<file path="config.mk">
export PLATFORM = sky130hd
export DESIGN_NAME = vga_timing_gen
export DESIGN_NICKNAME = d
export VERILOG_FILES = /design/src/rtl/vga_timing_gen.sv
export SDC_FILE = /design/constraint.sdc
export NUM_CORES = 1
export LEC_CHECK = 0
export CAP_MARGIN = 40
export CELL_PAD_IN_SITES_DETAIL_PLACEMENT = 1
export CELL_PAD_IN_SITES_GLOBAL_PLACEMENT = 2
export CORE_MARGIN = 1.5
export CORE_UTILIZATION = 37
export CTS_BUF_LIST = sky130_fd_sc_hd__clkbuf_2
export CTS_CLUSTER_SIZE = 14
export DETAILED_ROUTE_END_ITERATION = 6
export PLACE_DENSITY = 0.77
export SLEW_MARGIN = 10
export SYNTH_ARGS = -nofsm -noshare
export SYNTH_HDL_FRONTEND = slang
export SYNTH_SLANG_ARGS = --single-unit
</file>
<file path="constraint.sdc">
create_clock -name CLK -period 2.05 [get_ports CLK]
set_input_delay 0.41 -clock CLK [delete_from_list [all_inputs] [get_ports CLK]]
set_output_delay 0.41 -clock CLK [all_outputs]
set_load 0.01 [all_outputs]
</file>
<file path="src/rtl/vga_timing_gen.sv">
`default_nettype none
// ============================================================================
// Module   : vga_timing_gen
// Brief    : 640x480@60 raster timing generator. Divides CLK down to a pixel
//            strobe, counts pixels/lines, and emits registered sync, active,
//            coordinates and line/frame end pulses.
// Revision : 1.0 - initial release
// ============================================================================
module vga_timing_gen #(
    parameter int STB_DIV  = 4,
    parameter int H_ACTIVE = 640,
    parameter int H_FP     = 16,
    parameter int H_SYNC   = 96,
    parameter int H_BP     = 48,
    parameter int V_ACTIVE = 480,
    parameter int V_FP     = 10,
    parameter int V_SYNC   = 2,
    parameter int V_BP     = 33
) (
    input  logic       CLK,
    input  logic       RST,
    output logic       pix_stb1,
    output logic       VGA_HS,
    output logic       VGA_VS,
    output logic       active,
    output logic [9:0] x,
    output logic [8:0] y,
    output logic       line_end,
    output logic       frame_end
);

    localparam int c_H_TOTAL = H_ACTIVE + H_FP + H_SYNC + H_BP;
    localparam int c_V_TOTAL = V_ACTIVE + V_FP + V_SYNC + V_BP;
    localparam int c_DIV_W   = (STB_DIV > 2) ? $clog2(STB_DIV) : 1;

    localparam logic [c_DIV_W-1:0] c_DIV_LAST = c_DIV_W'(STB_DIV - 1);

    localparam logic [9:0] c_H_LAST     = 10'(c_H_TOTAL - 1);
    localparam logic [9:0] c_V_LAST     = 10'(c_V_TOTAL - 1);
    localparam logic [9:0] c_H_ACT      = 10'(H_ACTIVE);
    localparam logic [9:0] c_V_ACT      = 10'(V_ACTIVE);
    localparam logic [9:0] c_H_ACT_LAST = 10'(H_ACTIVE - 1);
    localparam logic [9:0] c_V_ACT_LAST = 10'(V_ACTIVE - 1);
    localparam logic [9:0] c_HS_BEG     = 10'(H_ACTIVE + H_FP);
    localparam logic [9:0] c_HS_END     = 10'(H_ACTIVE + H_FP + H_SYNC);
    localparam logic [9:0] c_VS_BEG     = 10'(V_ACTIVE + V_FP);
    localparam logic [9:0] c_VS_END     = 10'(V_ACTIVE + V_FP + V_SYNC);

    logic [c_DIV_W-1:0] r_div;
    logic [9:0]         r_h_cnt;
    logic [9:0]         r_v_cnt;

    logic w_div_last;
    logic w_h_last;
    logic w_v_last;
    logic w_h_act;
    logic w_v_act;
    logic w_hs_n;
    logic w_vs_n;

    assign w_div_last = (r_div == c_DIV_LAST);
    assign w_h_last   = (r_h_cnt == c_H_LAST);
    assign w_v_last   = (r_v_cnt == c_V_LAST);
    assign w_h_act    = (r_h_cnt < c_H_ACT);
    assign w_v_act    = (r_v_cnt < c_V_ACT);
    assign w_hs_n     = !((r_h_cnt >= c_HS_BEG) && (r_h_cnt < c_HS_END));
    assign w_vs_n     = !((r_v_cnt >= c_VS_BEG) && (r_v_cnt < c_VS_END));

    // Free-running CLK divider; the strobe is a flop so it is glitch-free.
    always_ff @(posedge CLK or negedge RST) begin
        if (!RST) begin
            r_div    <= '0;
            pix_stb1 <= 1'b0;
        end else begin
            r_div    <= w_div_last ? '0 : r_div + 1'b1;
            pix_stb1 <= w_div_last;
        end
    end

    // Pixel and line counters, stepped by the registered strobe.
    always_ff @(posedge CLK or negedge RST) begin
        if (!RST) begin
            r_h_cnt <= '0;
            r_v_cnt <= '0;
        end else if (pix_stb1) begin
            r_h_cnt <= w_h_last ? '0 : r_h_cnt + 10'd1;
            if (w_h_last) begin
                r_v_cnt <= w_v_last ? '0 : r_v_cnt + 10'd1;
            end
        end
    end

    // Decode registered one CLK behind the counters; the renderer relies on
    // this fixed lag, so do not fold it into the counter stage.
    always_ff @(posedge CLK or negedge RST) begin
        if (!RST) begin
            VGA_HS    <= 1'b1;
            VGA_VS    <= 1'b1;
            active    <= 1'b0;
            x         <= '0;
            y         <= '0;
            line_end  <= 1'b0;
            frame_end <= 1'b0;
        end else begin
            VGA_HS    <= w_hs_n;
            VGA_VS    <= w_vs_n;
            active    <= w_h_act && w_v_act;
            x         <= w_h_act ? r_h_cnt : '0;
            y         <= w_v_act ? r_v_cnt[8:0] : '0;
            line_end  <= pix_stb1 && w_h_last;
            frame_end <= pix_stb1 && (r_h_cnt == c_H_ACT_LAST)
                                  && (r_v_cnt == c_V_ACT_LAST);
        end
    end

endmodule
`default_nettype wire

</file>
Word-level counts from Yosys, hierarchy flattened
Index checks and enable logic that the tools add are counted.
Cells by class
  add/sub/neg operators: 3
  $lt $le $gt $ge: 6
  reduce and logical (&&, ||, !) cells: 9
  equality and inequality tests: 5
  multiplexer cells: 5
Operators with widths (count)
  $eq 10x10->1 const B: 3
  $mux 10: 3
  $add 10x1->10 const B: 2
  $lt 10x10->1 const B: 2
  $lt 10x9->1 const B: 2
  $eq 10x9->1 const B: 1
  $ge 10x10->1 const B: 1
  $ge 10x9->1 const B: 1
  $mux 9: 1
  $logic_and 1x1->1: 6
  $add 2x1->2 const B: 1
  $eq 2x2->1 const B: 1
  $logic_not 1->1: 2
  $mux 2: 1
  $reduce_and 2->1: 1
Word-level totals
  input bits: 2
  output and inout bits: 25
  bits in registers: 47

Longest topological paths before layout
Gate-level depths: netlist of the first run.
  depth after elaboration: 3
  gate-level depth with buffers: 8

Least setup slack after synthesis of the first run
OpenSTA, ideal clock, no wires.
  path kind: register -> register
  start point: reg r_h_cnt[0]
  end point: reg r_h_cnt[9]
  cell stages (with the launch flop): 8
  arrival: 1.495 ns
  path buffers: 1
  library setup time: 0.066 ns
  slack: 0.489 ns
  cell sequence: dfrtp_1 -> ha_1 -> and4_1 -> buf_2 -> nand4_4 -> clkinv_2 -> a311oi_1 -> a41o_1
On the way
  longest elaborated chain between the ends: 2
  elaborated cells on any way between the ends: 3
  those cells by class: add/sub: 1; eq/ne: 1; mux: 1
Ends and longest elaborated chain
  start, declared: RTL line 50  | logic [9:0] r_h_cnt;
  start signal, assigned: RTL line 86  | r_h_cnt <= w_h_last ? '0 : r_h_cnt + 10'd1;
  $add 10x1->10 / $eq 10x10->1 (equally long branches): RTL line 86, 62
  $mux 10 *: RTL line 86
Mark *: on every way between the ends. The rest lies on a longest branch, timed or not.
A chain may end at the register's enable or synchronous reset.

Final worst setup path of the first run
  start point: reg pix_stb1
  end point: out pix_stb1
RTL lines
  start, declared: RTL line 22  | output logic pix_stb1,
  start signal, assigned: RTL line 76  | pix_stb1 <= w_div_last;
No word-level cell between the ends.

==> flow_metrics.env, run 1 <==
export IMPL_start_util_pct=38.1
export IMPL_fin_util_pct=45.9
export IMPL_design_portCount=27
export IMPL_die_area_um2=5670
export IMPL_synthCells=163
export IMPL_first_iter_violations=57
export IMPL_rsz0062_at_grt="false"
export IMPL_cts_sinks=47
export IMPL_grt_ovfl_total=0
export IMPL_fmaxAchievable_mhz=517
export IMPL_root_buffer="clkbuf_2"
export IMPL_die_height_um=75.3
export IMPL_period_needed_ns=1.94
export IMPL_relSlewSlack_pct=62.2
export IMPL_num_antenna_cells=0
export IMPL_synth_area_top_cells="dfrtp_1 (58%), and2_1 (4.8%), ha_1 (3.2%)"
export IMPL_place_hpwl_mm=2.64
export IMPL_fin_total_pwr_mw=1.44
export IMPL_crit_buf_inv=1
export IMPL_syn_to_final_growth_pct=20.3
export IMPL_portBuffers=26
export IMPL_synthDistinctLibCells=35
export IMPL_ys_seq_elements=47
export IMPL_wirelength_mm=3.83
export IMPL_drive_gt1_share_pct=8.25
export IMPL_max_stage_delay_ns=0.58
export IMPL_cts_made_buffers=5
export IMPL_fin_crit_sh_pct=94.4
export IMPL_critPathKind="flop to output port"
export IMPL_crit_family="buffers and inverters"
export IMPL_via_count=1302
export IMPL_finalSetupViolCount=0
export IMPL_cp_slowest_cell="clkdlybuf4s50_1"
export IMPL_drv_cap=0
export IMPL_drtPass1Iterations=4
export IMPL_status="finished clean"
export IMPL_cts_tree="yes"
export IMPL_ir_drop_mv=0.251
export IMPL_yosysTopAreaCellShare_pct=58.2
export IMPL_hold_violations=0
export IMPL_grt_pass1_vias=1357
export IMPL_slew_violations=0
export IMPL_grt_max_degree=48
export IMPL_core_area_um2=5070
export IMPL_fin_cells=264
export IMPL_path_max_fanout=9
export IMPL_arrival_ns=1.53
export IMPL_p_leak_nw=1.02
export IMPL_crit_path_end_kind="output port"
export IMPL_synth_warnings=0
export IMPL_cp_depth=1
export IMPL_dieWidth_um=75.3
export IMPL_crit_path_cell_trace="clkdlybuf4s50_1"
export IMPL_netlist_area_um2=1940
export IMPL_drt_wirelength_per_cell_um=14.5
export IMPL_place_inst=256
export IMPL_place_congestion=0.801
export IMPL_final_common_cell="dfrtp_1"
export IMPL_holdBufCountCts=0
export IMPL_startpoint_type="flop"
export IMPL_avgViaCountPerCell=4.93
export IMPL_clkLatencyLatePin_ns=0.42
export IMPL_num_rows=26
export IMPL_cp_required_ns=1.64
export IMPL_clk_pin_slew_ns=0.23
export IMPL_rr_worst_depth=6
export IMPL_seq_area_frac_synth_pct=60.9
export IMPL_avgSynthCellArea_um2=11.9
export IMPL_drc=0
export IMPL_clock_path_buffers=2
export IMPL_worst_slew_pin_slew_ns=0.566
export IMPL_final_cell_mix="dfrtp_1 (45), clkdlybuf4s50_1 (25), and2_1 (15), nand3_1 (9), inv_1 (8)"
export IMPL_finish_net_count=200
export IMPL_yosys_area_top_type="dfrtp_1"
export IMPL_ant_nets=0
export IMPL_r2r_setup_slack_ns=0.23
export IMPL_cts_resized=0
export IMPL_cts_setup_buffers=0
export IMPL_h_tree_depth=2
export IMPL_grt_pass1_wl_mm=6.30
export IMPL_worstHoldPathType="input port to asynchronous set/reset pin"
export IMPL_powerDensity_nw_per_um2=619
export IMPL_finalClockSkew_ns=0.0134
export IMPL_finalSetupTns_ns=0
export IMPL_antenna_found_initial=0
export IMPL_grt_use_total_pct=15.0
export IMPL_synth_fp_nets=170
export IMPL_whs_ns=0.0383
-- sequential cells by signal (all words and copies together) (netlist names) --
name and count:
VGA_HS 1, x 10, line_end 1, pix_stb1 1, VGA_VS 1, r_h_cnt 10
frame_end 1, y 9, active 1, r_div 2, r_v_cnt 10
-- path summary, 6_finish.rpt --
path,end,from
max,pix_stb1,pix_stb1$_DFF_PN0_
max in group asynchronous,VGA_HS$_DFF_PN1_,RST
min in group CLK,r_div[0]$_DFF_PN0_,r_div[0]$_DFF_PN0_
min reg2reg,r_div[0]$_DFF_PN0_,r_div[0]$_DFF_PN0_
max reg2reg,r_h_cnt[9]$_DFFE_PN0P_,r_h_cnt[0]$_DFFE_PN0P_
min,r_div[0]$_DFF_PN0_,RST
-- routing by layer --
layer	GRT usage, %	up-vias	routed length (µm)
li1	-	616	-
met1	19.3	659	1740
met2	24.6	23	1920
met3	3.97	4	128
met4	5.36	0	40
met5	0	-	0
-- cell families (layout without fill, tap and decap cells) --
logic type	count (synthesis)	after routing	synth area share, %
fa+ha+maj	5	5	3.23
flops	47	47	60.9
simple gates	67	67	21.5
mux	1	1	0.517
compound gates	19	19	6.01
xor+xnor	10	10	4.53
buf+inv	14	45	3.30
-- power by group --
| group | internal [mW] | switching, mW | leakage (nW) |
|---|---|---|---|
| registers | 0.929 | 0 | 0.616 |
| clock network | 0.200 | 0.294 | 0.0404 |
| logic | 0.00192 | 0.0168 | 0.366 |
-- Yosys cell counts (all sizes together) --
library cell and n:
a211o 1, a21bo 1, a21oi 3, a311oi 1, a31oi 2, a41o 1, and2 15, and3 2
and4 5, buf 3, clkbuf 2, clkinv 1, dfrtp 45, dfstp 2, ha 5, inv 8
mux2i 1, nand2 7, nand2b 2, nand3 9, nand3b 2, nand4 7, nor2 6, nor2b 2
nor3 7, nor4 1, nor4b 2, o21ai 9, o22ai 1, xnor2 7, xor2 3
-- area by class of cell --
cell class / count / area (µm²)
Multi-Input combinational cell: 102 / 693
Timing Repair Buffer: 28 / 270
Clock buffer: 5 / 25.0
Inverter: 9 / 35.0
Clock inverter: 3 / 38.8
Tap cell: 70 / 87.6
Sequential cell: 47 / 1180
Fill cell: 574 / 2750
-- metrics by stage --
stage               cell area [µm²]  setup slack, ns
CTS                            2330           0.0919
detailed placement             2260            0.281
floorplan                      1940            0.489
global route                   2330           0.0172
finish                         2330            0.114
global placement               2260            0.353
Power figures use the tool's default switching activity.
==> run 2: changes to the inputs <==
--- a/config.mk
+++ b/config.mk
@@ -5,6 +5,7 @@
 export SDC_FILE = /design/constraint.sdc
 export NUM_CORES = 1
 export LEC_CHECK = 0
+export ABC_CLOCK_PERIOD_IN_PS = 2050
 export CAP_MARGIN = 40
 export CELL_PAD_IN_SITES_DETAIL_PLACEMENT = 1
 export CELL_PAD_IN_SITES_GLOBAL_PLACEMENT = 2
==> constraint.sdc (replaced) <==
create_clock -name CLK -period 2.05 [get_ports CLK]
set_input_delay 0.41 -clock CLK [delete_from_list [all_inputs] [get_ports CLK]]
set_output_delay 0.41 -clock CLK [all_outputs]
set_load 0.05 [all_outputs]
==> run 2 against run 1 <==
Against the previous run: global-route usage up 0.50 points; wire length up 2.6%; worst setup slack got worse by 0.048 ns; count of clock-buffer cells in the layout unchanged; sequential power is essentially flat; largest power group unchanged; highest routed layer unchanged.
==> flow_metrics.env, run 2 (synthesis gave the netlist of run 1 again) <==
export IMPL_place_hpwl_mm=2.73
export IMPL_fin_ws_ns=0.0661
export IMPL_place_congestion=0.805
export IMPL_dieWidth_um=75.3
export IMPL_ir_drop_mv=0.353
export IMPL_relSlewSlack_pct=61.2
export IMPL_holdBufCountCts=0
export IMPL_num_antenna_cells=0
export IMPL_grt_max_degree=48
export IMPL_crit_family="buffers and inverters"
export IMPL_drtPass1Iterations=4
export IMPL_cts_tree="yes"
export IMPL_arrival_ns=1.57
export IMPL_design_portCount=27
export IMPL_grt_pass1_wl_mm=6.53
export IMPL_antenna_found_initial=0
export IMPL_worstHoldPathType="input port to asynchronous set/reset pin"
export IMPL_die_area_um2=5670
export IMPL_critPathKind="flop to output port"
export IMPL_avgViaCountPerCell=4.96
export IMPL_cp_required_ns=1.64
export IMPL_hold_violations=0
export IMPL_status="finished clean"
export IMPL_root_buffer="clkbuf_2"
export IMPL_wirelength_mm=3.93
export IMPL_clk_pin_slew_ns=0.25
export IMPL_drive_gt1_share_pct=9.79
export IMPL_start_util_pct=38.1
export IMPL_path_max_fanout=1
export IMPL_drc=0
export IMPL_num_rows=26
export IMPL_h_tree_depth=2
export IMPL_finish_net_count=200
export IMPL_cts_setup_buffers=0
export IMPL_via_count=1309
export IMPL_r2r_setup_slack_ns=0.25
export IMPL_first_iter_violations=69
export IMPL_crit_path_end_kind="output port"
export IMPL_grt_use_total_pct=15.5
export IMPL_dp_slack_ns=0.290
export IMPL_finalClockSkew_ns=0.0238
export IMPL_max_stage_delay_ns=0.79
export IMPL_p_leak_nw=1.30
export IMPL_final_common_cell="dfrtp_1"
export IMPL_cts_sinks=47
export IMPL_powerDensity_nw_per_um2=614
export IMPL_grt_pass1_vias=1354
export IMPL_clock_path_buffers=2
export IMPL_period_needed_ns=1.98
export IMPL_largestRegisters="r_h_cnt x10, r_v_cnt x10, x x10"
export IMPL_slew_violations=0
export IMPL_nFillCells=563
export IMPL_fmaxAchievable_mhz=504
export IMPL_syn_to_final_growth_pct=22.0
export IMPL_clkLatencyLatePin_ns=0.44
export IMPL_crit_path_cell_trace="clkdlybuf4s50_1"
export IMPL_rsz0062_at_grt="false"
export IMPL_finalSetupViolCount=0
export IMPL_cts_made_buffers=5
export IMPL_finalSetupTns_ns=0
export IMPL_crit_buf_inv=1
export IMPL_startpoint_type="flop"
export IMPL_core_area_um2=5070
export IMPL_final_cell_mix="dfrtp_1 (45), dlymetal6s2s_1 (18), and2_1 (15), nand3_1 (9), inv_1 (8)"
export IMPL_die_height_um=75.3
export IMPL_drv_cap=0
export IMPL_ant_nets=0
export IMPL_drt_wirelength_per_cell_um=14.9
export IMPL_fin_crit_sh_pct=96.8
export IMPL_grt_ovfl_total=0
export IMPL_portBuffers=26
export IMPL_cts_resized=3
export IMPL_worst_slew_pin_slew_ns=0.582
export IMPL_cp_slowest_cell="clkdlybuf4s50_1"
[run 2: changes by cell type in the layout (fill, tap and decap cells not counted)]
cell / previous run / this run
buf_4: 2 / 5
dlygate4sd2_1: 0 / 3
dlymetal6s2s_1: 0 / 18
clkdlybuf4s50_1: 25 / 1
[run 2: where the power goes]
part / leakage, nW / internal, mW / switching, mW
combinational: 0.643 / 0.00192 / 0.0172
sequential: 0.616 / 0.929 / 0
clock: 0.0404 / 0.200 / 0.303
[run 2: through the flow]
step                      hold slack [ns]  instances  power [mW]  utilization, %  instance area (µm²)
after floorplan                     0.114        163       0.945               -                 1940
after global placement              0.415        256       0.965            44.5                 2260
after detailed placement            0.425        256       0.966            44.5                 2260
after CTS                          0.0235        264        1.46            45.7                 2320
after global routing               0.0424        264        1.49            46.5                 2360
final                             0.00962        264        1.45            46.5                 2360
[run 2: worst paths after layout]
check / from / endpoint / depth (start not counted)
max: x[9]$_DFF_PN0_ / x[9] / 1
min: RST / x[4]$_DFF_PN0_ / 2
max reg2reg: r_h_cnt[0]$_DFFE_PN0P_ / r_h_cnt[9]$_DFFE_PN0P_ / 6
min reg2reg: r_div[0]$_DFF_PN0_ / r_div[0]$_DFF_PN0_ / 1
max in group asynchronous: RST / r_h_cnt[3]$_DFFE_PN0P_ / 2
min in group CLK: r_div[0]$_DFF_PN0_ / r_div[0]$_DFF_PN0_ / 1
[run 2: final cells by class]
cell class / instances / area, µm² / share of cell area [%]
Inverter: 9 / 35.0 / 1.48
Clock inverter: 3 / 38.8 / 1.64
Clock buffer: 5 / 25.0 / 1.06
Tap cell: 70 / 87.6 / 3.71
Sequential cell: 47 / 1180 / 49.9
Multi-Input combinational cell: 102 / 693 / 29.3
Timing Repair Buffer: 28 / 304 / 12.9
[run 2: metal layers]
layer,share of wire [%],vias to the layer above,global-route usage (%)
li1,-,618,-
met1,46,664,20.4
met2,49,21,24.8
met3,3.0,6,3.97
met4,1.7,0,5.95
met5,0,-,0
